**src/rtl/multi_pulse_gen_pkg.sv**
```systemverilog
// Shared definitions for the multi-channel pulse generator: default
// parameter values, the sequencer state encoding and a clamp helper.
package multi_pulse_gen_pkg;

  localparam int DEF_NUM_CH  = 4;
  localparam int DEF_CNT_W   = 16;
  localparam int DEF_MIN_T   = 1000;
  localparam int DEF_MAX_T   = 30303;
  localparam int DEF_MIN_TPH = 10;
  localparam int DEF_MAX_TPH = 990;
  localparam int DEF_PERIOD  = 2000;
  localparam int DEF_HIGH    = 250;
  localparam int DEF_BURST_W = 8;

  // Burst length value meaning "run until stopped".
  localparam int BURST_CONTINUOUS = 0;

  // ST_LAST: the period in progress is the final one (burst exhausted or
  // stop requested); the sequencer drops to idle at its wrap.
  typedef enum logic [1:0] {
    ST_IDLE = 2'd0,
    ST_RUN  = 2'd1,
    ST_LAST = 2'd2
  } state_t;

  function automatic int unsigned clamp_u(input int unsigned v,
                                          input int unsigned lo,
                                          input int unsigned hi);
    if (v < lo) return lo;
    if (v > hi) return hi;
    return v;
  endfunction

endpackage

```
**src/rtl/multi_pulse_gen_channel.sv**
```systemverilog
// One pulse channel: double-buffered high time and phase delay, window
// comparator against the shared period counter, registered output.
// Ports:
//   clk_i, rst_ni     clock, asynchronous active-low reset
//   load_i            capture cfg_tph_i/cfg_delay_i into the pending set
//   apply_i           copy pending set to active set
//   busy_i, cnt_i     sequencer running flag and shared counter
//   cap_last_i        clamped period minus one of the set being captured
//   cfg_tph_i         requested high time
//   cfg_delay_i       requested phase delay
//   pulse_o           registered pulse output
module multi_pulse_gen_channel
  import multi_pulse_gen_pkg::*;
#(
  parameter int CNT_W   = DEF_CNT_W,
  parameter int MIN_TPH = DEF_MIN_TPH,
  parameter int MAX_TPH = DEF_MAX_TPH,
  parameter int DEF_TPH = DEF_HIGH
) (
  input  logic             clk_i,
  input  logic             rst_ni,
  input  logic             load_i,
  input  logic             apply_i,
  input  logic             busy_i,
  input  logic [CNT_W-1:0] cnt_i,
  input  logic [CNT_W-1:0] cap_last_i,
  input  logic [CNT_W-1:0] cfg_tph_i,
  input  logic [CNT_W-1:0] cfg_delay_i,
  output logic             pulse_o
);

  logic [CNT_W-1:0] tph_pend_q, tph_act_q, dly_pend_q, dly_act_q;
  logic [CNT_W-1:0] tph_clamp, tph_cap, dly_cap;
  logic [CNT_W:0]   win_end;
  logic             pulse_d, pulse_q;

  assign tph_clamp = CNT_W'(clamp_u(32'(cfg_tph_i), MIN_TPH, MAX_TPH));
  assign tph_cap   = (tph_clamp > cap_last_i) ? cap_last_i : tph_clamp;
  assign dly_cap   = (cfg_delay_i > cap_last_i) ? cap_last_i : cfg_delay_i;

  // One extra bit so delay+tph never overflows; windows running past the
  // period end are cut off naturally because cnt never exceeds P-1.
  assign win_end = {1'b0, dly_act_q} + {1'b0, tph_act_q};
  assign pulse_d = busy_i && (cnt_i >= dly_act_q) && ({1'b0, cnt_i} < win_end);

  always_ff @(posedge clk_i or negedge rst_ni) begin
    if (!rst_ni) begin
      tph_pend_q <= CNT_W'(DEF_TPH);
      tph_act_q  <= CNT_W'(DEF_TPH);
      dly_pend_q <= '0;
      dly_act_q  <= '0;
      pulse_q    <= 1'b0;
    end else begin
      if (apply_i) begin
        tph_act_q <= tph_pend_q;
        dly_act_q <= dly_pend_q;
      end
      if (load_i) begin
        tph_pend_q <= tph_cap;
        dly_pend_q <= dly_cap;
      end
      pulse_q <= pulse_d;
    end
  end

  assign pulse_o = pulse_q;

endmodule

```
**src/rtl/multi_pulse_gen.sv**
```systemverilog
// Multi-channel pulse generator: NUM_CH phase-aligned pulse outputs sharing
// one period counter, with double-buffered configuration applied only at a
// period boundary, continuous and N-period burst modes.
// Ports:
//   clk, reset_n        clock, asynchronous active-low reset
//   cfg_load            capture all cfg_* inputs into the pending set
//   cfg_period          requested period (clamped to MIN_T..MAX_T)
//   cfg_tph, cfg_delay  per-channel high time / phase delay, CNT_W each
//   cfg_burst           0 = continuous, N = run N periods
//   start, stop         begin generation / stop at end of current period
//   pulse_out           registered pulse outputs
//   period_start        strobe while running with counter at 0
//   busy                high while generating
//   done                1-cycle strobe after the final period
//   cfg_pending         pending configuration not yet applied
module multi_pulse_gen
  import multi_pulse_gen_pkg::*;
#(
  parameter int NUM_CH  = DEF_NUM_CH,
  parameter int CNT_W   = DEF_CNT_W,
  parameter int MIN_T   = DEF_MIN_T,
  parameter int MAX_T   = DEF_MAX_T,
  parameter int MIN_TPH = DEF_MIN_TPH,
  parameter int MAX_TPH = DEF_MAX_TPH,
  parameter int DEF_T   = DEF_PERIOD,
  parameter int DEF_TPH = DEF_HIGH,
  parameter int BURST_W = DEF_BURST_W
) (
  input  logic                    clk,
  input  logic                    reset_n,
  input  logic                    cfg_load,
  input  logic [CNT_W-1:0]        cfg_period,
  input  logic [NUM_CH*CNT_W-1:0] cfg_tph,
  input  logic [NUM_CH*CNT_W-1:0] cfg_delay,
  input  logic [BURST_W-1:0]      cfg_burst,
  input  logic                    start,
  input  logic                    stop,
  output logic [NUM_CH-1:0]       pulse_out,
  output logic                    period_start,
  output logic                    busy,
  output logic                    done,
  output logic                    cfg_pending
);

  state_t             state_q, state_d;
  logic [CNT_W-1:0]   cnt_q, cnt_d;
  logic [BURST_W-1:0] burst_cnt_q, burst_cnt_d, burst_next, burst_eff;
  logic [BURST_W-1:0] burst_pend_q, burst_act_q;
  logic [CNT_W-1:0]   per_pend_q, per_act_q, per_clamp, per_last, cap_last;
  logic               pend_q, done_q, done_d;
  logic               running, wrap, apply;

  assign per_clamp = CNT_W'(clamp_u(32'(cfg_period), MIN_T, MAX_T));
  assign cap_last  = per_clamp - CNT_W'(1);
  assign per_last  = per_act_q - CNT_W'(1);

  assign running = (state_q != ST_IDLE);
  assign wrap    = running && (cnt_q == per_last);
  // Pending set moves to active when idle, or exactly at a period wrap so
  // a running period never sees a configuration change.
  assign apply   = pend_q && (!running || wrap);
  // Burst length that governs the period about to begin.
  assign burst_eff = apply ? burst_pend_q : burst_act_q;

  always_ff @(posedge clk or negedge reset_n) begin
    if (!reset_n) begin
      per_pend_q   <= CNT_W'(DEF_T);
      per_act_q    <= CNT_W'(DEF_T);
      burst_pend_q <= '0;
      burst_act_q  <= '0;
      pend_q       <= 1'b0;
    end else begin
      if (apply) begin
        per_act_q   <= per_pend_q;
        burst_act_q <= burst_pend_q;
      end
      // A load on the apply cycle keeps pending set for the next boundary.
      if (cfg_load) begin
        per_pend_q   <= per_clamp;
        burst_pend_q <= cfg_burst;
        pend_q       <= 1'b1;
      end else if (apply) begin
        pend_q <= 1'b0;
      end
    end
  end

  always_comb begin
    state_d     = state_q;
    cnt_d       = cnt_q;
    burst_cnt_d = burst_cnt_q;
    done_d      = 1'b0;
    // Burst periods are counted from the most recent configuration apply.
    burst_next  = apply ? BURST_W'(1) : burst_cnt_q + BURST_W'(1);
    unique case (state_q)
      ST_IDLE: begin
        if (start && !stop) begin
          cnt_d       = '0;
          burst_cnt_d = BURST_W'(1);
          state_d     = (burst_eff == BURST_W'(1)) ? ST_LAST : ST_RUN;
        end
      end
      ST_RUN: begin
        if (wrap) begin
          cnt_d       = '0;
          burst_cnt_d = burst_next;
          if (stop || ((burst_eff != BURST_W'(BURST_CONTINUOUS)) && (burst_next == burst_eff)))
            state_d = ST_LAST;
        end else begin
          cnt_d = cnt_q + CNT_W'(1);
          // LAST doubles as the latched stop request.
          if (stop) state_d = ST_LAST;
        end
      end
      ST_LAST: begin
        if (wrap) begin
          cnt_d   = '0;
          state_d = ST_IDLE;
          done_d  = 1'b1;
        end else begin
          cnt_d = cnt_q + CNT_W'(1);
        end
      end
      default: state_d = ST_IDLE;
    endcase
  end

  always_ff @(posedge clk or negedge reset_n) begin
    if (!reset_n) begin
      state_q     <= ST_IDLE;
      cnt_q       <= '0;
      burst_cnt_q <= '0;
      done_q      <= 1'b0;
    end else begin
      state_q     <= state_d;
      cnt_q       <= cnt_d;
      burst_cnt_q <= burst_cnt_d;
      done_q      <= done_d;
    end
  end

  for (genvar gi = 0; gi < NUM_CH; gi++) begin : g_ch
    multi_pulse_gen_channel #(
      .CNT_W   (CNT_W),
      .MIN_TPH (MIN_TPH),
      .MAX_TPH (MAX_TPH),
      .DEF_TPH (DEF_TPH)
    ) u_ch (
      .clk_i       (clk),
      .rst_ni      (reset_n),
      .load_i      (cfg_load),
      .apply_i     (apply),
      .busy_i      (running),
      .cnt_i       (cnt_q),
      .cap_last_i  (cap_last),
      .cfg_tph_i   (cfg_tph[gi*CNT_W +: CNT_W]),
      .cfg_delay_i (cfg_delay[gi*CNT_W +: CNT_W]),
      .pulse_o     (pulse_out[gi])
    );
  end

  assign period_start = running && (cnt_q == '0);
  assign busy         = running;
  assign done         = done_q;
  assign cfg_pending  = pend_q;

endmodule

```
**config.mk**
```make
export PLATFORM = sky130hd
export DESIGN_NAME = multi_pulse_gen
export DESIGN_NICKNAME = d
export VERILOG_FILES = /design/src/rtl/multi_pulse_gen_pkg.sv /design/src/rtl/multi_pulse_gen_channel.sv /design/src/rtl/multi_pulse_gen.sv
export SDC_FILE = /design/constraint.sdc
export NUM_CORES = 1
export LEC_CHECK = 0
export BUFFER_PORTS_ARGS = -buffer_cell sky130_fd_sc_hd__buf_4
export CAP_MARGIN = 20
export CELL_PAD_IN_SITES_DETAIL_PLACEMENT = 1
export CELL_PAD_IN_SITES_GLOBAL_PLACEMENT = 2
export CORE_MARGIN = 3
export CORE_UTILIZATION = 35
export DETAILED_ROUTE_END_ITERATION = 10
export PLACE_DENSITY = 0.82
export SLEW_MARGIN = 20
export SYNTH_ARGS = -nofsm -noshare
export SYNTH_HDL_FRONTEND = slang
export SYNTH_HIERARCHICAL = 1
export SYNTH_SLANG_ARGS = --single-unit
```
**constraint.sdc**
```tcl
create_clock -name clk -period 4.7 [get_ports clk]
set_input_delay 0.94 -clock clk [delete_from_list [all_inputs] [get_ports clk]]
set_output_delay 0.94 -clock clk [all_outputs]
set_load 0.02 [all_outputs]
```
* Yosys cells after proc, flatten, opt, wreduce, memory -nomap -nowiden *
Index checks and enable logic that the tools add are counted.

word-level totals
  logic and storage cells = 163
  input port bits = 157
  bits in registers = 336
  output and inout bits = 8

operators by class
  muxes and demuxes = 62
  add/subtract/negate cells = 8
  $lt $le $gt $ge = 26
  equal/unequal tests = 10
  reductions and logical operators = 28

operators by type and width
  kind                   number
  $mux 16                20
  $gt 16x16->1           8
  $add 16x16->17         4
  $lt 16x17->1           4
  $ge 16x16->1           4
  $gt 16x10->1 const B   4
  $lt 16x4->1 const B    4
  $mux 10                5
  $mux 8                 4
  $pmux 16 s2            1
  $sub 16x1->16 const B  2
  $mux 1                 19
  $add 16x1->16 const B  1
  $eq 16x16->1           1
  $gt 16x15->1 const B   1
  $logic_not 16->1       1
  $lt 16x10->1 const B   1
  $mux 4                 4
  $pmux 8 s2             1
  $mux 15                1
  $logic_and 1x1->1      13
  $mux 2                 6
  $add 8x1->8 const B    1
  $eq 8x1->1 const B     1
  15 further kinds       23

* Logic depth before layout (Yosys ltp) *
Gate-level depths: netlist of the first run.

  depth after elaboration = 12
  mapped depth = 22
  gate-level depth less buffers = 18

* Cells and area by module *
Netlist of the first run, hierarchy kept.

by module, submodules not included
  module                                      cells each  times used  sequential area each (um^2)  area each (um^2)
  multi_pulse_gen_channel (g_ch[0].u_ch ...)  684         3           1641.6                       5724.2
  multi_pulse_gen_channel (g_ch[1].u_ch)      659         1           1641.6                       5635.4
  multi_pulse_gen                             496         1           1916.8                       4579.4

* Least setup slack after synthesis of the first run *
No wires, ideal clock.

  path type = in2reg
  start point = in cfg_period[6]
  end point = reg g_ch[0].u_ch.dly_pend_q[10]
  path buffers = 4
  stages = 19
  setup slack = -1404 ps
  arrival time = 6035 ps
  data required time = 4631 ps
  setup time = 69 ps
  cells stage by stage = clkbuf_1 -> a211o_1 -> a31o_2 -> a41o_1 -> clkbuf_1 -> o21ai_0 -> ha_1 -> nand4bb_1 -> nor3_1 -> xnor2_1 -> o21ai_0 -> inv_1 -> ha_1 -> nand4_1 -> a2111oi_0 -> clkbuf_1 -> buf_2 -> o31ai_1 -> nand3_1

on the way
  longest elaborated chain between the ends = 8
  elaborated cells on any way between the ends = 12
  those cells by class = add/sub (1); order compare (3); mux (8)

ends and longest elaborated chain
  element                line                           source
  from (decl)            multi_pulse_gen.sv:32          input logic [CNT_W-1:0] cfg_period,
  $gt 16x15->1           multi_pulse_gen_pkg.sv:30      if (v > hi) return hi;
  $mux 1 (2 in series)   multi_pulse_gen_pkg.sv:30
  $mux 16                multi_pulse_gen_pkg.sv:31      return v;
  $mux 16 *              multi_pulse_gen_pkg.sv:30
  $sub 16x1->16 *        multi_pulse_gen.sv:54          assign cap_last = per_clamp - CNT_W'(1);
  named net cap_last[0]  multi_pulse_gen.sv:49          logic [CNT_W-1:0] per_pend_q, per_act_q, per_clamp, per_last, cap_last;
  $gt 16x16->1 *         multi_pulse_gen_channel.sv:39  assign dly_cap = (cfg_delay_i > cap_last_i) ? cap_last_i : cfg_delay_i;
  $mux 16 *              multi_pulse_gen_channel.sv:39
  to (signal assigned)   multi_pulse_gen_channel.sv:60  dly_pend_q <= dly_cap;
  to (decl)              multi_pulse_gen_channel.sv:32  logic [CNT_W-1:0] tph_pend_q, tph_act_q, dly_pend_q, dly_act_q;

The timed path passes the listed nets; every way through them passes the cells marked *. The select of a mux whose other input is x is not followed.
A chain may end at the register's enable or synchronous reset.

* Worst setup path in the final report of the first run *
  start point = in cfg_period[5]
  end point = reg g_ch[0].u_ch.tph_pend_q[0]

on the way
  longest elaborated chain between the ends = 8
  elaborated cells on any way between the ends = 12
  those cells by class = add/sub (1); order compare (3); mux (8)

ends and longest elaborated chain
  element                line                           source
  $gt 16x15->1           multi_pulse_gen_pkg.sv:30
  $mux 1 (2 in series)   multi_pulse_gen_pkg.sv:30
  $mux 16                multi_pulse_gen_pkg.sv:31
  $mux 16 *              multi_pulse_gen_pkg.sv:30
  $sub 16x1->16 *        multi_pulse_gen.sv:54
  named net cap_last[0]  multi_pulse_gen.sv:49
  $gt 16x16->1           multi_pulse_gen_channel.sv:38  assign tph_cap = (tph_clamp > cap_last_i) ? cap_last_i : tph_clamp;
  $mux 16 *              multi_pulse_gen_channel.sv:38
  to (signal assigned)   multi_pulse_gen_channel.sv:48  tph_pend_q <= CNT_W'(DEF_TPH);
  to (signal assigned)   multi_pulse_gen_channel.sv:59  tph_pend_q <= tph_cap;
  to (decl)              multi_pulse_gen_channel.sv:32

Marked as above.

==> results.yml, run 1 <==
synth:
  synth_area_leaders: "dfrtp_1 (25%), ha_1 (15%), dfstp_2 (5.8%)"
  ys_seq_elements: 336
  syn-instance-count: 3207
  synth_flop_cell: "dfrtp_1"
  yosysWarnings: 6
  yosysSeqAreaShare_pct: 31.0
  synth_top_area_cell: "dfrtp_1"
  synth_top_cell_area_share_pct: 25.2
  synth.distinct_cells: 90
  synthesis.area_um2: 27400
  syn_area_per_cell_um2: 8.54
  async_flop_share_pct: 100
  synth_edf_count: 0
worst_setup_path:
  cpMaxStageDelayCell: "a221o_2"
  path_buf_inv: 5
  start_kind: "input pin"
  critical-path-top-delay-family: "compound AO/OA/AOI/OAI gates"
  crit_type: "input pin to flop"
  rr_worst_depth: 11
  cp-end-kind: "flop"
  reg2reg_slack_ns: 0.63
  cp_max_fo: 10
  crit_required_ns: 5.14
  crit_top_cell: "buf_4"
  timing.rr.start: "per_act_q[0]"
  crit_arrival_ns: 4.92
  r2r_end: "g_ch[0].u_ch/dly_act_q[0]"
  cp_cell_sequence: "buf_4, a211o_1, a31o_2, a41o_1, o21ai_4, ha_4, nand4bb_1, nor2_1, nand3_2, buf_4, xor2_2, buf_12, inv_1, ha_1, nand4_1, nor2_1, a221o_2, buf_4, o31ai_1, or3b_1"
  cpPeakStageDelay_ns: 0.37
timing:
  rsz0062_at_grt: "no"
  period_minus_slack_ns: 4.48
  hold_violations: 0
  setup_viol: 0
  worstMarginPinSlew_ns: 0.926
  max_freq_mhz: 223
  slew_violations: 0
  fin_skew_ns: 0.0232
  fin_crit_sh_pct: 95.3
  maxSlewHeadroom_pct: 38.2
placement:
  dp.cells: 4464
  hpwlAfterDp_mm: 74.6
  globalplace.congestion: 0.856
  port_buffers: 164
global_routing:
  grt_pass1_vias: 26326
  grt_max_degree: 106
  antenna_found_initial: 3
  grt_first_pass_wirelength_mm: 156
  grtUsageTotal_pct: 24.1
  grt-ovfl-total: 0
power_and_ir_drop:
  p_total_w: 0.0168
  p_per_area_nw_per_um2: 509
  leakagePower_nw: 15.8
  vdd_drop_max_v: 0.000263
clock_tree:
  root_buffer: "clkbuf_16"
  clock-sinks: 336
  holdBufCountCts: 0
  cts_buffer_depth: 3
  h-tree-depth: 2
  numCtsBuffers: 43
  clk_latency_ns: 0.58
  clk_pin_slew_ns: 0.06
  cts_tree: "yes"
final_layout:
  fin_nets: 3966
  fillers: 9089
  utilization_pct: 43.1
  area_growth_pct: 20.6
  layout-drive-gt1-share_pct: 19.1
  fin_cells: 4545
detailed_routing:
  viasPerCell: 5.70
  detail_route.wl_per_cell_um: 22.0
  antenna_left: 0
  drt_iter0_drc: 1727
  wl_mm: 99.9
  dr.pass1.iters: 7
  via_count: 25921
  drc: 0
die:
  core_area_um2: 76700
  die_x_um: 286
  start_util_pct: 35.7
  rows: 101
  die_area_um2: 81600
  pin_count: 165
  die_y_um: 286
flow_run:
  drv_cap: 0
min_path:
  hold_class: "input pin to async pin"
run_status:
  status: "finished, final reports clean"
## flip-flops by register name (all words and copies together) (netlist names), 16 cells and up
register / count
g_ch.u_ch/dly_pend_q: 64
cnt_q: 16
per_pend_q: 16
g_ch.u_ch/dly_act_q: 64
g_ch.u_ch/tph_pend_q: 64
g_ch.u_ch/tph_act_q: 64
per_act_q: 16
## cells by family after synthesis
family	Yosys count	synth area share, %
AO/OA/AOI/OAI	858	20.7
AND/OR/NAND/NOR	1153	21.2
flip-flops	336	31.0
buffers and inverters	344	5.29
XOR/XNOR	89	2.90
adder cells (fa/ha/maj)	328	15.1
multiplexers	94	3.83
other	5	0.0685
## what timing repair did
item / CTS / global route
gates resized for setup: 0 / 2
buffers inserted: 0 / 2
setup endpoints to repair: 0 / 121
## report_power, final
group	switching (W)	internal, W	total, W
registers	0.000715	0.00385	0.00457
clock network	0.00137	0.00214	0.00351
logic	0.00504	0.00368	0.00872
total	0.00713	0.00967	0.0168
## placed cells by master (no fill, tap or decap), types with 87 or more instances in the layout
| cell | synthesis | final |
|---|---|---|
| and3_1 | 88 | 88 |
| nor2_1 | 232 | 231 |
| inv_1 | 174 | 170 |
| ha_1 | 324 | 323 |
| nand2_1 | 336 | 335 |
| o31ai_1 | 105 | 104 |
| dfrtp_1 | 276 | 276 |
| buf_4 | 2 | 330 |
| o21ai_0 | 155 | 150 |
| nand3_1 | 130 | 129 |
| a21oi_1 | 229 | 220 |
| mux2_2 | 87 | 87 |
## worst max-delay path by stage
stage	startpoint	cells past startpoint	slack, ns	endpoint
3_5_place_dp	cfg_period[12]	22	-0.45	g_ch[2].u_ch/tph_pend_q[10]
3_3_place_gp	cfg_period[5]	21	-0.35	g_ch[1].u_ch/tph_pend_q[2]
2_1_floorplan	cfg_period[6]	22	-0.32	g_ch[2].u_ch/tph_pend_q[14]
5_1_grt	cfg_period[5]	24	0.01	g_ch[2].u_ch/dly_pend_q[9]
4_1_cts	cfg_period[12]	20	0.14	g_ch[0].u_ch/tph_pend_q[0]
6_report	cfg_period[5]	20	0.22	g_ch[0].u_ch/tph_pend_q[0]
## cell type report
cell class	instances	area, um^2	area share, %
Sequential cell	336	8480	25.7
Timing Repair Buffer	368	3230	9.77
Multi-Input combinational cell	2554	17900	54.1
Clock buffer	61	1220	3.71
Clock inverter	16	245	0.743
Antenna cell	2	5.00	0.0152
Inverter	178	673	2.04
Tap cell	1030	1290	3.90
## cells in the mapped netlist (43+ instances only)
| cell | n |
|---|---|
| dfrtp_1 | 276 |
| and3_1 | 88 |
| nand2_1 | 336 |
| o21ai_0 | 155 |
| ha_1 | 324 |
| a21o_1 | 48 |
| xor2_1 | 47 |
| nor2_1 | 232 |
| nand4_1 | 58 |
| or4_1 | 73 |
| mux2_2 | 87 |
| nor3_1 | 48 |
| a21oi_1 | 229 |
| clkbuf_1 | 135 |
| o211ai_1 | 63 |
| dfstp_2 | 60 |
| nor2b_1 | 43 |
| o31ai_1 | 105 |
| inv_1 | 174 |
| nand3_1 | 130 |
## per-layer routing
layer	up-vias	wire length (um)	track usage, %
met5	-	27	0
met4	4	2520	6.24
met3	126	5220	3.98
met2	490	45200	38.6
met1	12923	47000	33.7
li1	12378	-	-
## per-stage QoR
step	hold slack, ns	setup TNS, ns	instance area, um^2	setup slack (ns)
final	0.382	0	33000	0.219
after CTS	0.420	0	33000	0.140
after global placement	0.454	-35.37	31500	-0.353
after detailed placement	0.458	-47.81	31500	-0.453
after floorplan	0.431	-22.99	27800	-0.322
after global routing	0.427	0	33000	0.0121
Note: power is estimated with default switching activity, not from simulation.
==> run 2, diff against run 1 <==
ABC_AREA = 1   (was default)
BUFFER_PORTS_ARGS = -buffer_cell sky130_fd_sc_hd__buf_2   (was -buffer_cell sky130_fd_sc_hd__buf_4)
PLACE_DENSITY = 0.86   (was 0.82)
==> run 2 against run 1 <==
Effect of this change:
- clock skew is 0.0041 ns higher
- count of clock-buffer cells in the layout is 3 lower
- combinational power is 20% higher
- cell count is 5.9% higher
- die area is 5.1% lower
- non-clock buffer count is 63 lower
- sequential cell count stayed put
- setup slack better by 0.14 ns
- highest routed layer is now met4
- total power is 8.3% higher
- global-route usage is 2.5 points lower
==> results.yml, run 2 <==
power_and_ir_drop:
  p_int_w: 0.00969
  vdd_drop_max_v: 0.000272
  p_seq_share_pct: 24.8
  pwr-share-clk_pct: 17.4
  sw_frac_of_total_pct: 46.7
  p_sw_w: 0.00851
  p_comb_share_pct: 57.8
  p_per_area_nw_per_um2: 601
  leakagePower_nw: 16.2
final_layout:
  fillers: 9277
  final_common_cell: "nand2_1"
  fin_nets: 4310
  layout-drive-gt1-share_pct: 14.9
  area_growth_pct: 16.6
  layout_common_cells: "nand2_1 (1034), inv_1 (495), ha_1 (324)"
synth:
  yosysMostFrequentCell: "nand2_1"
  synthMuxAreaShare_pct: 2.99
  yosysSeqAreaShare_pct: 32.7
  synth_common_cells: "nand2_1 (1035), inv_1 (496), ha_1 (324)"
  synth_top_area_cell: "dfrtp_1"
  synthesis.area_um2: 26000
  synth-simple-area-share_pct: 28.1
  syn-instance-count: 3532
  synth_edf_count: 0
  synthXorXnorAreaFrac_pct: 2.53
  synthAdderAreaFrac_pct: 15.9
  synth_area_leaders: "dfrtp_1 (27%), ha_1 (16%), nand2_1 (15%)"
  ys_seq_elements: 336
  yosysWarnings: 6
  synth.distinct_cells: 56
  synth_top_family_by_area: "simple AND/OR/NAND/NOR gates"
  async_flop_share_pct: 100
  synth_compound_area_share_pct: 8.89
  synth_top_cell_area_share_pct: 26.6
  synth_flop_cell: "dfrtp_1"
  syn_area_per_cell_um2: 7.35
clock_tree:
  numCtsBuffers: 41
  holdBufCountCts: 0
  clk_pin_slew_ns: 0.06
  cts_tree: "yes"
  h-tree-depth: 2
  clock-sinks: 336
  root_buffer: "clkbuf_16"
  cts_buffer_depth: 3
  clk_latency_ns: 0.57
timing:
  maxSlewHeadroom_pct: 33.7
  worst_hold_slack_ns: 0.460
  fin_skew_ns: 0.0273
  hold_violations: 0
  finalSetupTns_ns: 0
  fin_crit_sh_pct: 92.3
  period_minus_slack_ns: 4.34
  worstMarginPinSlew_ns: 0.994
  max_freq_mhz: 231
  setup_viol: 0
  slew_violations: 0
global_routing:
  grt-ovfl-total: 0
  grt_pass1_vias: 24876
  grt_first_pass_wirelength_mm: 135
  grtUsageTotal_pct: 21.6
  grt_max_degree: 114
  antenna_found_initial: 1
detailed_routing:
  dr.pass1.iters: 5
  antenna_left: 0
  wl_mm: 83.0
  viasPerCell: 4.93
  drc: 0
  detail_route.wl_per_cell_um: 17.2
  via_count: 23758
  drt_iter0_drc: 1064
worst_setup_path:
  cp_max_fo: 16
  crit_arrival_ns: 4.79
  cp_cell_sequence: "buf_2, nor2_1, nand2_1, nand3_1, nand2_1, nand4_1, nand2_2, buf_4, o21ai_0, buf_4, nand4_1, nor3_1, xor2_2, buf_4, inv_1, ha_1, a21oi_1, a21boi_1, nor2_1, nand3_4, nand2_4, nand2_1, nand3_1, nand2_1"
  crit_top_cell: "nand2_1"
  cp-end-kind: "flop"
  cpMaxStageDelayCell: "xor2_2"
  path_buf_inv: 5
  critical-path-top-delay-family: "simple AND/OR/NAND/NOR gates"
  crit_required_ns: 5.16
  cpPeakStageDelay_ns: 0.33
  start_kind: "input pin"
  crit_type: "input pin to flop"
die:
  start_util_pct: 35.5
  die_y_um: 278
  die_area_um2: 77500
  core_area_um2: 73200
  die_x_um: 278
  rows: 99
  pin_count: 165
placement:
  globalplace.congestion: 0.872
  hpwlAfterDp_mm: 65.5
  port_buffers: 164
min_path:
  hold_class: "input pin to async pin"
run_status:
  status: "finished, final reports clean"
flow_run:
  drv_cap: 0
-- run 2: layer usage --
layer  track usage [%]  share of wire, %  up-vias
li1                  -                 -    12013
met1              30.2                49    11392
met2              36.0                46      265
met3              1.64               2.4       88
met4              6.34               2.9        0
met5                 0                 0        -
-- run 2: power by group through the flow --
stage / Clock (W) / Combinational, W / Sequential [W]
detailed placement: 0 / 0.0105 / 0.00456
floorplan: 0 / 0.00753 / 0.00444
global placement: 0 / 0.0102 / 0.00452
global route: 0.00338 / 0.0122 / 0.00464
finish: 0.00316 / 0.0105 / 0.00451
CTS: 0.00326 / 0.0106 / 0.00452
-- run 2: cell families (layout without fill, tap and decap cells) --
family                   Yosys count  after routing
AO/OA/AOI/OAI                    427            427
XOR/XNOR                          75             75
adder cells (fa/ha/maj)          328            328
buffers and inverters            581            877
flip-flops                       336            336
multiplexers                      69             69
other                              5             33
AND/OR/NAND/NOR                 1711           1711
-- run 2: final timing paths --
path,startpoint,end,cells after the start,slack [ns]
setup / recovery,cfg_period[8],g_ch[2].u_ch/dly_pend_q[8],24,0.36
hold / removal,reset_n,burst_pend_q[7],1,0.46
setup reg to reg,per_act_q[0],state_q[1],25,1.21
hold reg to reg,per_pend_q[10],per_act_q[10],2,0.47
max in group asynchronous,reset_n,g_ch[0].u_ch/tph_act_q[4],2,3.21
min in group clk,per_pend_q[10],per_act_q[10],2,0.47
-- run 2: area by class of cell --
cell class / count / area, um^2 / share of cell area, %
tap: 959 / 1200 / 3.96
inverter: 499 / 1880 / 6.20
sequential: 336 / 8480 / 28.0
antenna: 1 / 2.50 / 0.00827
multi-input combinational: 2642 / 15300 / 50.7
clock buffer: 58 / 1180 / 3.90
timing repair buffer: 305 / 2040 / 6.75
clock inverter: 15 / 149 / 0.492
-- run 2: timing repair --
| item | in CTS | in global routing |
|---|---|---|
| buffers inserted | 0 | 1 |
| endpoints found under the setup margin | 0 | 121 |
| gates resized for setup | 0 | 8 |
-- run 2: metrics by stage --
stage / power (W) / instances / setup slack (ns) / cell area, um^2 / util [%]
floorplan: 0.0120 / 3559 / 0.0287 / 26100 / -
global placement: 0.0147 / 4740 / -0.239 / 28900 / 39.5
detailed placement: 0.0151 / 4740 / -0.385 / 28900 / 39.5
CTS: 0.0184 / 4813 / 0.219 / 30200 / 41.3
global route: 0.0202 / 4815 / -0.0124 / 30300 / 41.4
finish: 0.0182 / 4815 / 0.362 / 30300 / 41.4
==> run 3, diff against run 2 <==
BUFFER_PORTS_ARGS = default   (was -buffer_cell sky130_fd_sc_hd__buf_2)
DONT_BUFFER_PORTS = 1   (was default)
PLACE_DENSITY = 0.83   (was 0.86)
==> run 3 against run 2 <==
Effect of this change:
- via count down 3.4%
- sequential cell count did not move
- non-clock buffer count decreased by 207
- first-iteration DRC count grew 12%
- clock power rose by 2%
- wire length shrank 1.6%
- count of clock-buffer cells in the layout increased by 3
- maximum frequency up 0.74%
- sequential power grew 1%
- critical path type unchanged
- highest routed layer unchanged
==> results.yml, run 3 (same netlist as run 2, synthesis figures left out) <==
clock_tree:
  cts_buffer_depth: 3
  postCtsSetupBuffers: 0
  cts_tree: "yes"
  holdBufCountCts: 0
  root_buffer: "clkbuf_16"
  clk_latency_ns: 0.56
  clock-sinks: 336
  numCtsBuffers: 40
  post_cts.resized_instances: 0
  h-tree-depth: 2
  clk_pin_slew_ns: 0.06
detailed_routing:
  viasPerCell: 4.98
  dr.pass1.iters: 5
  drt_iter0_drc: 1187
  detail_route.wl_per_cell_um: 17.7
  wl_mm: 81.7
  drc: 0
  via_count: 22940
  antenna_left: 0
power_and_ir_drop:
  p_sw_w: 0.00836
  pwr-share-clk_pct: 17.9
  p_per_area_nw_per_um2: 621
  p_comb_share_pct: 56.8
  leakagePower_nw: 15.3
  p_total_w: 0.0181
  p_seq_share_pct: 25.3
  vdd_drop_max_v: 0.000287
  sw_frac_of_total_pct: 46.3
  p_int_w: 0.00970
placement:
  port_buffers: 0
  hpwlAfterDp_mm: 63.6
  dp.cells: 4534
  globalplace.congestion: 0.867
final_layout:
  fin_cells: 4608
  utilization_pct: 39.7
  fin_nets: 4102
  final_common_cell: "nand2_1"
  area_growth_pct: 12.0
  diodes: 0
  layout_common_cells: "nand2_1 (1035), inv_1 (494), ha_1 (324)"
  layout-drive-gt1-share_pct: 9.95
timing:
  fin_crit_sh_pct: 91.6
  fin_skew_ns: 0.0256
  slew_violations: 0
  worstMarginPinSlew_ns: 1.17
  worst_hold_slack_ns: 0.116
  period_minus_slack_ns: 4.31
  rsz0062_at_grt: "no"
  max_freq_mhz: 232
  setup_viol: 0
  finalSetupTns_ns: 0
  hold_violations: 0
  maxSlewHeadroom_pct: 21.7
flow_run:
  drv_cap: 0
worst_setup_path:
  cpMaxStageDelayCell: "a31oi_2"
  crit_type: "input pin to flop"
  start_kind: "input pin"
  critical-path-top-delay-family: "simple AND/OR/NAND/NOR gates"
  reg2reg_slack_ns: 1.09
  crit_top_cell: "nand2_1"
  path_buf_inv: 8
  cpPeakStageDelay_ns: 0.39
  timing.rr.start: "cnt_q[3]"
  cp_max_fo: 9
  crit_required_ns: 5.15
  rr_worst_depth: 23
  r2r_end: "state_q[1]"
  cp-end-kind: "flop"
  crit_arrival_ns: 4.76
min_path:
  hold_class: "input pin to async pin"
global_routing:
  grt_pass1_vias: 23886
  grt_first_pass_wirelength_mm: 132
  grtUsageTotal_pct: 21.2
  antenna_found_initial: 0
  grt_max_degree: 337
  grt-ovfl-total: 0
die:
  die_y_um: 278
  start_util_pct: 35.5
  pin_count: 165
  core_area_um2: 73200
  die_x_um: 278
  die_area_um2: 77500
  rows: 99
run_status:
  status: "finished, final reports clean"
## run 3: metrics by stage
stage / instance area (um^2) / worst slack (ns)
floorplan: 26100 / 0.0287
global route: 29100 / 0.0262
global placement: 27700 / -0.0635
detailed placement: 27700 / -0.224
finish: 29100 / 0.394
CTS: 29100 / 0.379
## run 3: routing by layer
layer	share of wire, %	global-route usage [%]	vias up
li1	-	-	11581
met1	50	30.1	10995
met2	44	34.6	284
met3	3.4	2.68	80
met4	2.3	4.89	0
met5	0	0	-
## run 3: power groups by stage
| stage | logic, W | registers [W] | clock network (W) |
|---|---|---|---|
| global route | 0.0118 | 0.00469 | 0.00346 |
| finish | 0.0103 | 0.00457 | 0.00323 |
| floorplan | 0.00753 | 0.00444 | 0 |
| CTS | 0.0104 | 0.00458 | 0.00334 |
| detailed placement | 0.0103 | 0.00462 | 0 |
| global placement | 0.0100 | 0.00459 | 0 |
## run 3: area by class of cell
type / count / area (um^2)
Fill cell: 9165 / 44100
Multi-Input combinational cell: 2642 / 15300
Sequential cell: 336 / 8480
Inverter: 499 / 1880
Tap cell: 959 / 1200
Clock buffer: 61 / 1170
Timing Repair Buffer: 98 / 836
Clock inverter: 13 / 179
## run 3: how the worst max path moves through the flow
stage	from	endpoint	slack, ns	cells past startpoint
finish	cfg_period[8]	g_ch[3].u_ch/dly_pend_q[2]	0.39	31
global route	cfg_period[8]	g_ch[0].u_ch/dly_pend_q[15]	0.03	30
CTS	cfg_period[8]	g_ch[0].u_ch/dly_pend_q[15]	0.38	30
detailed placement	cfg_period[8]	g_ch[3].u_ch/dly_pend_q[5]	-0.22	31
global placement	cfg_period[8]	g_ch[3].u_ch/dly_pend_q[8]	-0.06	31
floorplan	cfg_period[8]	g_ch[0].u_ch/dly_pend_q[10]	0.03	29
